===== src/rtl/ps2_display_ctrl.sv =====
// Purpose : filters PS/2 scancodes into a scrolling make-code buffer and time-multiplexes it onto one decoder.
// Latency : buffer/count update on the edge where code_valid=1; key_event and buf_flat follow one cycle later.
// Backpressure: none; one byte per cycle accepted unconditionally, scan runs free of input traffic.
//
// Ports:
//   clk, rst_n   clock (rising edge) and asynchronous active-low reset
//   code_valid   one-cycle strobe qualifying code
//   code         received PS/2 byte
//   dec_code     buffer entry of the digit currently enabled, to the shared decoder
//   dig_en_n     active-low one-hot digit enable, aligned with dec_code
//   buf_flat     buffer entry i at [8*i+7:8*i], entry 0 is the newest
//   char_count   number of valid characters held (0..NUM_DIGITS)
//   key_event    one-cycle pulse after a make code is pushed
module ps2_display_ctrl #(
    parameter int  NUM_DIGITS = 4,
    parameter int  SCAN_DIV   = 50000,
    localparam int CW         = $clog2(NUM_DIGITS + 1)
) (
    input  logic                    clk,
    input  logic                    rst_n,
    input  logic                    code_valid,
    input  logic [7:0]              code,
    output logic [7:0]              dec_code,
    output logic [NUM_DIGITS-1:0]   dig_en_n,
    output logic [8*NUM_DIGITS-1:0] buf_flat,
    output logic [CW-1:0]           char_count,
    output logic                    key_event
);

    localparam int IW = $clog2(NUM_DIGITS);
    localparam int SW = $clog2(SCAN_DIV);

    localparam logic [7:0] BLANK = 8'hFF;

    typedef enum logic [1:0] {
        IDLE,
        BREAK,
        EXT,
        EXT_BREAK
    } state_t;

    state_t        state, state_next;
    logic [7:0]    buf_q    [NUM_DIGITS];
    logic [7:0]    buf_next [NUM_DIGITS];
    logic [CW-1:0] count_next;
    logic          push;

    logic [SW-1:0] scan_cnt, scan_cnt_next;
    logic [IW-1:0] scan_idx, scan_idx_next;

    // Scancode sequencing: break (F0 xx) and extended (E0 xx / E0 F0 xx)
    // sequences are swallowed whole; only plain make codes reach the buffer.
    always_comb begin
        state_next = state;
        count_next = char_count;
        push       = 1'b0;
        for (int i = 0; i < NUM_DIGITS; i++) buf_next[i] = buf_q[i];

        if (code_valid) begin
            unique case (state)
                IDLE: begin
                    case (code)
                        8'hF0: state_next = BREAK;
                        8'hE0: state_next = EXT;
                        8'h76: begin
                            for (int i = 0; i < NUM_DIGITS; i++) buf_next[i] = BLANK;
                            count_next = '0;
                        end
                        8'h66: begin
                            for (int i = 0; i < NUM_DIGITS - 1; i++) buf_next[i] = buf_q[i+1];
                            buf_next[NUM_DIGITS-1] = BLANK;
                            if (char_count != '0) count_next = char_count - CW'(1);
                        end
                        8'h00, 8'hFF: ;  // keyboard error codes
                        default: begin
                            push        = 1'b1;
                            buf_next[0] = code;
                            for (int i = 1; i < NUM_DIGITS; i++) buf_next[i] = buf_q[i-1];
                            if (char_count != CW'(NUM_DIGITS)) count_next = char_count + CW'(1);
                        end
                    endcase
                end
                BREAK:     state_next = IDLE;
                EXT:       state_next = (code == 8'hF0) ? EXT_BREAK : IDLE;
                EXT_BREAK: state_next = IDLE;
                default:   state_next = IDLE;
            endcase
        end
    end

    always_ff @(posedge clk or negedge rst_n) begin
        if (!rst_n) begin
            state      <= IDLE;
            char_count <= '0;
            key_event  <= 1'b0;
            for (int i = 0; i < NUM_DIGITS; i++) buf_q[i] <= BLANK;
        end else begin
            state      <= state_next;
            char_count <= count_next;
            key_event  <= push;
            for (int i = 0; i < NUM_DIGITS; i++) buf_q[i] <= buf_next[i];
        end
    end

    // Digit scan: each slot lasts SCAN_DIV cycles.
    always_comb begin
        scan_cnt_next = scan_cnt + SW'(1);
        scan_idx_next = scan_idx;
        if (scan_cnt == SW'(SCAN_DIV - 1)) begin
            scan_cnt_next = '0;
            scan_idx_next = (scan_idx == IW'(NUM_DIGITS - 1)) ? '0 : scan_idx + IW'(1);
        end
    end

    // dig_en_n is registered from the next index so it changes on the same
    // edge as scan_idx and stays aligned with the combinational dec_code.
    always_ff @(posedge clk or negedge rst_n) begin
        if (!rst_n) begin
            scan_cnt <= '0;
            scan_idx <= '0;
            dig_en_n <= ~NUM_DIGITS'(1);
        end else begin
            scan_cnt <= scan_cnt_next;
            scan_idx <= scan_idx_next;
            dig_en_n <= ~(NUM_DIGITS'(1) << scan_idx_next);
        end
    end

    assign dec_code = buf_q[scan_idx];

    always_comb begin
        buf_flat = '0;
        for (int i = 0; i < NUM_DIGITS; i++) buf_flat[8*i +: 8] = buf_q[i];
    end

endmodule


===== config.mk =====
export PLATFORM = sky130hd
export DESIGN_NAME = ps2_display_ctrl
export DESIGN_NICKNAME = d
export VERILOG_FILES = /design/src/rtl/ps2_display_ctrl.sv
export SDC_FILE = /design/constraint.sdc
export NUM_CORES = 1
export LEC_CHECK = 0
export BUFFER_PORTS_ARGS = -buffer_cell sky130_fd_sc_hd__buf_2
export CAP_MARGIN = 10
export CORE_ASPECT_RATIO = 2
export CORE_UTILIZATION = 45
export DETAILED_ROUTE_END_ITERATION = 16
export PLACE_DENSITY_LB_ADDON = 0.3
export REMOVE_ABC_BUFFERS = 1
export SETUP_SLACK_MARGIN = 0.5
export SYNTH_ARGS = -nofsm -noshare
export SYNTH_HDL_FRONTEND = slang
export SYNTH_SLANG_ARGS = --single-unit

===== constraint.sdc =====
create_clock -name clk -period 2.8 [get_ports clk]
set_input_delay 0.56 -clock clk [delete_from_list [all_inputs] [get_ports clk]]
set_output_delay 0.56 -clock clk [all_outputs]
set_load 0.01 [all_outputs]

==> results by group, run 1 <==
Cells and area
  – Filler cells: 624
  – Ratio of cells with drive above 1 in the final layout: a little under two fifths
  – Post-layout instance area: 3980 um^2
  – Layout area overhead: 22.1%
  – Antenna cell count: 0
  – Final #Nets: 379
  – Most common cell after layout, fill and taps aside: buf_2
  – Commonest non-fill, non-tap cells in the layout: buf_2, a21oi_1, nor2_1

Synth
  – Syn avg cell area: about 11 um^2
  – Synthesized area: around 3300 um^2
  – Share of Yosys cell area claimed by the top area cell type: between 20% and 30%
  – Area contributors post-synth: dfstp_2, dfrtp_1, a21oi_1
  – Count of different cell masters after synthesis: 50
  – Synth Instances: between 300 and 400
  – Post-synth top area cell: dfstp_2
  – Ys flop type: dfstp_2
  – Sequential area share after synthesis: 47.4%
  – Asr flop ratio synth: 100%
  – Post-synthesis register bit count: 60
  – Warnings, synthesis: 0
  – Post-synth EDFFs: 0

Timing
  – Clock Skew: roughly 0.0064 ns
  – Max frequency: 0.454 GHz
  – Fin crit share: around 79%
  – Slew Limit Fails: 0
  – Relative slew slack: between 40% and 50%
  – RSZ-0062 raised after global routing: no
  – Count of final hold-check violations: 0
  – Fin crit period: 2.20 ns
  – Worst Max-Slew Pin Slew: around 0.76 ns
  – Hold_ws: about 0.38 ns
  – Setup Viol. Count Final: 0

Clock tree
  – Clock Pin Slew Worst Setup and Hold Paths: about 0.050 ns
  – Max clock buf depth: 2
  – CTS tree: built
  – Htree depth: 3
  – CTS root buf: clkbuf_16
  – Num CTS Buffers: 9
  – Post-CTS setup buffer count: 0
  – Sink Count: 60
  – Clock Latency Late Sink: between 0.3 and 0.4 ns

Detailed routing
  – Met3 wire length: 410 um
  – Max layer used: met4
  – Via count: about 2600
  – Final wirelength: a little under 8000 um
  – WL/cell: around 17 um
  – M1 WL: roughly 3000 um
  – DRC: 0
  – Post-route ant nets: 0
  – WL met2: roughly 4200 um
  – Number of iterations in the first detailed-routing pass: 4
  – Vias per cell: roughly 5.7
  – Iteration-0 DRC Markers: ~200

GRT
  – All-Layer GR Usage: 22.7%
  – First-pass GRT wire length: ~13000 um
  – GR Overflow Total: 0
  – Largest net degree at the start of global routing: 61
  – Vias in the first global route: between 2000 and 3000
  – Initial antenna violation count: 0

Setup path
  – Reg2reg start: scan_cnt[0]
  – CP Launch Type: flip-flop
  – CP max stage delay: 0.59 ns
  – Worst setup EP type: primary output
  – CP max FO: 13
  – Slowest CP cell: dfrtp_2
  – CP Cell Sequence: mux4_2 > buf_2
  – Classification of the worst setup path: flip-flop to primary output
  – Buffers & Inverters on Critical Path: 1
  – Crit path DAT: ~1.6 ns
  – Reg2reg setup slack: slightly above 0.8 ns
  – Reg-to-reg endpoint: dig_en_n[0]
  – Critical Path RT: 2.24 ns
  – Critical Path Stages: 2
  – R2r worst-path depth: 5
  – Top delay family on crit path: flip-flops

Power
  – Worst VDD drop: ~0.41 mV
  – Sequential power share: around two fifths
  – Power density over cell area: approximately 730 nW/um^2
  – Switching share of power: around a quarter
  – Comb power frac: roughly 16%
  – Clock power frac: between 40% and 50%
  – Pleak: 1.70 nW
  – Internal: roughly 0.0022 W
  – P_sw: approximately 0.00075 W

Floorplanning
  – Initial Utilization: 46.6%
  – Die Height: 122 um
  – Die Span X: roughly 62 um
  – IO Pins: around 60
  – Core Area: between 6000 and 7000 um^2
  – FP Rows: 43
  – Die ar.: approximately 7600 um^2

Status
  – Status: completed

Place
  – RePlAce Congestion: 0.815
  – Input/output buffers: slightly below 60
  – Post-DP HPWL: between 5000 and 6000 um
  – DP Area: between 3000 and 4000 um^2

Run
  – Max-cap check violation count: 0

Min path
  – Hold Crit Class: primary input to asynchronous set/reset pin
==> registers in the layout, summed over array words and instances, names as in the netlist <==
name	count
buf_flat	32
char_count	3
dig_en_n	4
key_event	1
scan_cnt	16
scan_idx	2
state	2
==> power by group through the flow <==
stage               clock network (W)  logic (W)  registers [W]
floorplan                           0   0.000230        0.00118
global placement                    0   0.000474        0.00115
detailed placement                  0   0.000480        0.00116
CTS                           0.00132   0.000484        0.00114
global route                  0.00136   0.000531        0.00116
finish                        0.00129   0.000476        0.00114
==> cell usage after synthesis (2+ instances only) <==
library cell	number
or3_1	2
inv_1	10
a21oi_1	57
nand2_1	7
buf_6	5
nor3_1	5
and2_1	2
o21a_1	4
nor4_1	4
dfstp_2	35
and3_1	5
nand3_1	4
nor4b_1	3
clkbuf_1	11
o21bai_1	2
nor2_1	37
xor2_1	5
xnor2_1	7
mux2_1	19
dfrtp_1	25
a32oi_1	2
mux2_4	4
nand4_1	5
o211ai_1	2
buf_2	3
and4_1	4
o2111ai_1	3
o21ai_1	3
mux4_2	8
ha_1	2
nor4bb_1	2
==> worst register-to-register path: cells and delay by family (launching register included) <==
family	cells	cell delay (ns)
and+or+nand+nor	2	0.84
adders and majority gates	1	0.22
DFF	1	0.39
AOI/OAI and AO/OA	2	0.40
==> per-layer routing <==
metal | track usage (%) | vias up
li1 | - | 1226
met1 | 24.8 | 1306
met2 | 38.9 | 82
met3 | 7.06 | 21
met4 | 12.5 | 0
met5 | 0 | -
==> how the worst max path moves through the flow <==
stage / startpoint / end / slack (ns)
final: scan_idx[1] / dec_code[7] / 0.60
after global routing: scan_idx[1] / dec_code[7] / 0.53
after CTS: scan_idx[1] / dec_code[0] / 0.56
after detailed placement: code[7] / char_count[2] / 0.26
after global placement: code[7] / char_count[2] / 0.34
after floorplan: code[6] / buf_flat[0] / -0.16
==> repair_timing <==
item                       in CTS  in global routing
hold buffers                    0                  0
resized for setup               1                  0
setup endpoints to repair       6                  0
==> cells by family after synthesis <==
family / Yosys count / synth area share (%)
simple gates: 85 / 13.7
compound gates: 82 / 15.0
flops: 60 / 47.4
buf+inv: 32 / 5.06
mux: 32 / 14.2
xor+xnor: 12 / 3.22
fa+ha+maj: 3 / 1.38
==> through the flow <==
stage | utilization [%] | TNS [ns] | power [W] | setup WS, ns | std cells
6_report | 56.9 | 0 | 0.00291 | 0.597 | 460
5_1_grt | 56.9 | 0 | 0.00305 | 0.530 | 460
4_1_cts | 56.9 | 0 | 0.00295 | 0.561 | 460
3_5_place_dp | 51.9 | 0 | 0.00164 | 0.256 | 444
3_3_place_gp | 51.9 | 0 | 0.00162 | 0.335 | 444
2_1_floorplan | - | -3.49 | 0.00141 | -0.163 | 285
==> final cells by class <==
type / instances / area [um^2] / area share [%]
clock inverters: 4 / 95.1 / 2.39
flip-flops and latches: 60 / 1550 / 38.8
clock buffers: 12 / 256 / 6.44
well taps: 90 / 113 / 2.83
multi-input cells: 214 / 1560 / 39.1
repair buffers: 69 / 373 / 9.37
inverters: 11 / 41.3 / 1.04
Note: power is estimated with default switching activity, not from simulation.
==> run 2, diff against run 1 <==
- clock period: 2.8 -> 1.9 ns (I/O delays scaled with it)
==> run 2 against run 1 <==
Non-clock buffer count rose by 69. Sequential share of layout area down 9.5 points. Cell area is 33% higher. Flip-flop and latch count stayed put. Register-to-register slack worse by 0.62 ns. Power rose by 55%. First-iteration DRC count up 2.5%. Worst setup slack got worse by 0.61 ns. Core utilization grew 19 points. Global-route usage grew 3.6 points. Highest routed layer unchanged. Critical path depth rose by 1. Clock power increased by 22%. The run now ends with negative setup slack left.
==> results by group, run 2 (synthesis gave the netlist of run 1 again) <==
Status
  – Status: finished, violations left
  – Violated checks: negative setup slack

Clock tree
  – CTS root buf: clkbuf_16
  – CTS Hold Buffers Added: 0
  – Htree depth: 3
  – Clock Latency Late Sink: between 0.3 and 0.4 ns
  – Num CTS Buffers: 9
  – Max clock buf depth: 2
  – CTS tree: built
  – Sink Count: 60
  – Clock Pin Slew Worst Setup and Hold Paths: around 0.05 ns

Setup path
  – Top delay family on crit path: multiplexers
  – CP max FO: 7
  – Classification of the worst setup path: flip-flop to primary output
  – Crit path DAT: 1.53 ns
  – Critical Path RT: between 1.5 and 2 ns
  – Buffers & Inverters on Critical Path: 2
  – Worst Setup SP: scan_idx[1]
  – CP max stage delay: 0.52 ns
  – Slowest CP cell: mux4_2
  – CP Launch Type: flip-flop
  – Reg2reg start: state[1]
  – CP Cell Sequence: buf_12 > mux4_2 > buf_2
  – Worst setup EP type: primary output

Cells and area
  – Most common cell after layout, fill and taps aside: buf_6
  – Antenna cell count: 0
  – Commonest non-fill, non-tap cells in the layout: buf_6, buf_4, a21oi_1
  – Final Util: about three quarters
  – Ratio of cells with drive above 1 in the final layout: 62.2%
  – Layout area overhead: 62.5%
  – Flip-flop count of the largest register after layout: 32
  – Filler cells: 397
  – Final #Nets: about 450
  – Post-layout instance area: 5300 um^2

GRT
  – Largest net degree at the start of global routing: 38
  – GR Overflow Total: 0
  – All-Layer GR Usage: a little over a quarter
  – First-pass GRT wire length: between 15000 and 20000 um
  – Vias in the first global route: ~3000
  – Initial antenna violation count: 0

Detailed routing
  – Iteration-0 DRC Markers: roughly 210
  – WL/cell: around 21 um
  – Via count: around 3100
  – Vias per cell: around 5.9
  – Final wirelength: approximately 11000 um
  – DRC: 0
  – Post-route ant nets: 0
  – Number of iterations in the first detailed-routing pass: 4

Timing
  – Fin crit period: around 1.9 ns
  – Count of final hold-check violations: 0
  – Clock Skew: slightly above 0.008 ns
  – Slew Limit Fails: 0
  – Worst Max-Slew Pin Slew: 0.388 ns
  – Fin crit share: 100%
  – Max frequency: between 0.5 and 0.6 GHz
  – Final setup margin: -0.00858 ns
  – RSZ-0062 raised after global routing: yes
  – Relative slew slack: approximately three quarters
  – Setup Viol. Count Final: 1

Floorplanning
  – Die ar.: between 7000 and 8000 um^2
  – Core Area: approximately 7000 um^2
  – IO Pins: between 50 and 60
  – Die Height: between 100 and 150 um
  – FP Rows: 43
  – Initial Utilization: 46.6%
  – Die Span X: 62.2 um

Place
  – Post-DP HPWL: roughly 5800 um
  – DP Area: 3780 um^2
  – Input/output buffers: between 50 and 60
  – RePlAce Congestion: around 0.84

Min path
  – Hold Crit Class: primary input to asynchronous set/reset pin

Power
  – Power density over cell area: 853 nW/um^2
  – Worst VDD drop: 0.658 mV
  – Pleak: 2.31 nW
  – Total power: 0.00452 W

Run
  – Max-cap check violation count: 0
-- run 2: changes by cell type in the layout (fill, tap and decap cells not counted), sizes merged --
cell,delta
clkbuf,+3
bufbuf,+1
bufinv,-3
buf,+68
-- run 2: final cells by class --
type | instances | area (um^2) | share of cell area, %
multi-input combinational | 214 | 1900 | 35.8
clock buffer | 15 | 288 | 5.43
inverter | 11 | 43.8 | 0.826
clock inverter | 1 | 5.00 | 0.0944
sequential | 60 | 1550 | 29.3
tap | 90 | 113 | 2.12
timing repair buffer | 138 | 1400 | 26.4
-- run 2: final timing paths --
check	to	slack, ns	cells past startpoint
min in group clk	state[0]	0.38	4
worst max register to register	buf_flat[2]	0.21	5
worst max-delay path	dec_code[7]	-0.009	3
worst min register to register	scan_cnt[13]	0.55	1
worst min-delay path	buf_flat[1]	0.26	1
max in group asynchronous	dig_en_n[1]	1.34	2
-- run 2: what timing repair did --
| item | 4_1_cts | 5_1_grt |
|---|---|---|
| buffers inserted | 26 | 24 |
| pin swaps | 15 | 23 |
| endpoints found under the setup margin | 91 | 93 |
| gates resized for setup | 71 | 87 |
| cloned | 4 | 0 |
-- run 2: power breakdown --
part	leakage [nW]	internal (W)	switching (W)
clock network	0.146	0.00102	0.000549
registers	0.685	0.00152	0.000209
logic	1.48	0.000701	0.000517
total	2.31	0.00324	0.00128
-- run 2: metrics by stage --
stage / setup slack [ns] / instances / hold WS (ns) / TNS, ns
finish: -0.00858 / 529 / 0.262 / -0.00858
CTS: 0.00550 / 505 / 0.251 / 0
floorplan: -0.883 / 285 / 0.0844 / -28.27
global placement: -0.364 / 459 / 0.460 / -5.53
global route: -0.0763 / 529 / 0.284 / -0.140
detailed placement: -0.407 / 459 / 0.467 / -6.12
-- run 2: layer usage --
layer  global-route usage (%)  routed length (um)  vias to the layer above
li1                         -                   -                     1374
met1                     27.6                3820                     1574
met2                     47.0                6020                      133
met3                     7.25                 559                       45
met4                     14.1                 489                        0
met5                        0                   0                        -
==> run 3, diff against run 2 <==
- CELL_PAD_IN_SITES_DETAIL_PLACEMENT: unset -> 1
- CELL_PAD_IN_SITES_GLOBAL_PLACEMENT: unset -> 1
- CORE_UTILIZATION: 45 -> 39
==> run 3 against run 2 <==
The flow finishes with violations (negative hold slack, negative setup slack). Sequential share of layout area decreased by 1.5 points. Critical path depth unchanged. Wire length increased by 43%. Worst setup slack got worse by 0.14 ns. Cell area increased by 5.5%. Clock skew increased by 0.0013 ns. Hold slack got worse by 0.27 ns. Via count increased by 7.4%. Die area increased by 15%. Final cell count increased by 2.6%. Register-to-register slack got worse by 0.03 ns. Sequential power about the same. Critical path type unchanged. Critical endpoint unchanged. Largest cell class unchanged.
==> results by group, run 3 (synthesis gave the netlist of run 1 again) <==
Timing
  – Fin crit share: 108%
  – Worst Max-Slew Pin Slew: between 0.4 and 0.5 ns
  – RSZ-0062 raised after global routing: yes
  – Setup Viol. Count Final: 9
  – Relative slew slack: roughly 68%
  – Max frequency: slightly below 0.5 GHz
  – Fin crit period: around 2.0 ns
  – Hold_ws: -0.00968 ns
  – Slew Limit Fails: 0
  – Count of final hold-check violations: 3
  – Clock Skew: around 0.0094 ns
  – Final setup margin: -0.145 ns

Cells and area
  – Final #Nets: approximately 460
  – Multi-input combinational cell area: between 2000 and 2500 um^2
  – Flip-flop count of the largest register after layout: 32
  – FF/Latch Area: around 1600 um^2
  – Antenna cell count: 0
  – Most common cell after layout, fill and taps aside: buf_6
  – Commonest non-fill, non-tap cells in the layout: buf_6, buf_4, a21oi_1
  – Filler cells: around 780
  – Post-layout instance area: 5590 um^2
  – Layout area overhead: 71.4%
  – Ratio of cells with drive above 1 in the final layout: 65.5%

Place
  – Post-DP HPWL: slightly below 7000 um
  – Input/output buffers: between 50 and 60
  – RePlAce Congestion: just over 0.8
  – Placement Setup Slack: -0.437 ns
  – DP Area: ~3800 um^2

Setup path
  – R2r worst-path depth: 5
  – Crit path DAT: around 1.7 ns
  – CP max FO: 8
  – Critical Path RT: between 1.5 and 2 ns
  – CP Launch Type: flip-flop
  – Reg-to-reg endpoint: buf_flat[20]
  – Worst setup EP type: primary output
  – Reg2reg start: state[0]
  – Reg2reg setup slack: between 0.15 and 0.2 ns
  – Classification of the worst setup path: flip-flop to primary output

Detailed routing
  – Number of iterations in the first detailed-routing pass: 4
  – Via count: between 3000 and 4000
  – Vias per cell: ~6
  – WL/cell: about 29 um
  – DRC: 0
  – Iteration-0 DRC Markers: roughly 200
  – Post-route ant nets: 0
  – Final wirelength: about 16000 um

GRT
  – Met3 Track Usage GR: around 7.8%
  – First-pass GRT wire length: about 21000 um
  – GR Layer Usage met1: a little over a third
  – GR Overflow Total: 0
  – Met2 usage: a little under three fifths
  – Vias in the first global route: 3586
  – Initial antenna violation count: 0
  – Gr busiest metal: met2
  – Largest net degree at the start of global routing: 42
  – All-Layer GR Usage: roughly 33%

Power
  – Worst VDD drop: just over 0.8 mV
  – Internal: ~0.0036 W
  – Comb power frac: between 20% and 30%
  – Sequential power share: 35.2%
  – P_sw: approximately 0.0015 W
  – Pleak: about 2.5 nW
  – Power density over cell area: between 800 and 900 nW/um^2
  – Switching share of power: 29.2%
  – Clock power frac: between 30% and 40%

Run
  – Max-cap check violation count: 0

Clock tree
  – Clock Latency Late Sink: 0.35 ns
  – Htree depth: 3
  – CTS root buf: clkbuf_16
  – Max clock buf depth: 2
  – CTS Hold Buffers Added: 0
  – Num CTS Buffers: 9
  – CTS tree: built
  – Sink Count: 60
  – Clock Pin Slew Worst Setup and Hold Paths: 0.06 ns

Min path
  – Hold Crit Class: primary input to asynchronous set/reset pin

Floorplanning
  – Die ar.: a little under 9000 um^2
  – Die Height: 131 um
  – Initial Utilization: roughly two fifths
  – FP Rows: between 40 and 50
  – Die Span X: 66.7 um
  – Core Area: between 8000 and 9000 um^2
  – IO Pins: between 50 and 60

Status
  – Status: finished, violations left
  – Violated checks: negative hold slack, negative setup slack
==> run 3: cell types whose count changed in the layout (fill, tap and decap cells not counted), sizes merged <==
cell,delta
bufinv,+3
buf,+8
clkinv,+1
clkbuf,-4
==> run 3: power by group through the flow <==
stage	clock [W]	combinational (W)	sequential, W
6_report	0.00194	0.00132	0.00176
3_3_place_gp	0	0.000725	0.00170
3_5_place_dp	0	0.000747	0.00171
4_1_cts	0.00191	0.00111	0.00173
5_1_grt	0.00198	0.00138	0.00178
2_1_floorplan	0	0.000339	0.00174
==> run 3: final cells by class <==
cell class	instances	share of cell area, %
clock inverter	5	1.79
tap	96	2.15
inverter	11	0.739
clock buffer	11	4.34
sequential	60	27.8
multi-input combinational	214	36.2
timing repair buffer	146	27.0
==> run 3: through the flow <==
| step | power (W) | cells | hold slack [ns] | util (%) | setup TNS [ns] |
|---|---|---|---|---|---|
| 6_report | 0.00501 | 543 | -0.00968 | 69.9 | -0.779 |
| 5_1_grt | 0.00514 | 543 | 0.0294 | 69.9 | -0.892 |
| 4_1_cts | 0.00475 | 522 | 0.0109 | 64.8 | -0.175 |
| 3_5_place_dp | 0.00246 | 469 | 0.365 | 47.7 | -6.47 |
| 3_3_place_gp | 0.00242 | 469 | 0.360 | 47.7 | -5.68 |
| 2_1_floorplan | 0.00207 | 285 | 0.0844 | - | -28.27 |
==> run 3: how the worst max path moves through the flow <==
stage	slack, ns	from	end
final	-0.15	scan_idx[1]	dec_code[7]
after global routing	-0.14	scan_idx[1]	dec_code[7]
after CTS	-0.04	scan_idx[1]	dec_code[1]
after detailed placement	-0.44	code[4]	char_count[2]
after global placement	-0.38	code[4]	char_count[2]
after floorplan	-0.88	code[6]	buf_flat[0]
==> run 3: worst max-delay path, stage by stage (launching register included) <==
cell	delay (ns)
dfrtp_1	0.43
buf_12	0.17
mux4_2	0.53
buf_2	0.17
==> run 3: timing repair <==
| item | 4_1_cts | 5_1_grt |
|---|---|---|
| endpoints found under the hold margin | 0 | 0 |
| buffers inserted | 32 | 21 |
| cloned | 5 | 0 |
| resized for setup | 139 | 47 |
| pin swaps | 25 | 22 |
| endpoints found under the setup margin | 94 | 96 |
==> run 3: metal layers <==
layer  share of wire [%]  wire length (um)
met5                   0                 0
met3                 4.4               681
met4                 5.6               866
met2                  57              8900
met1                  33              5130
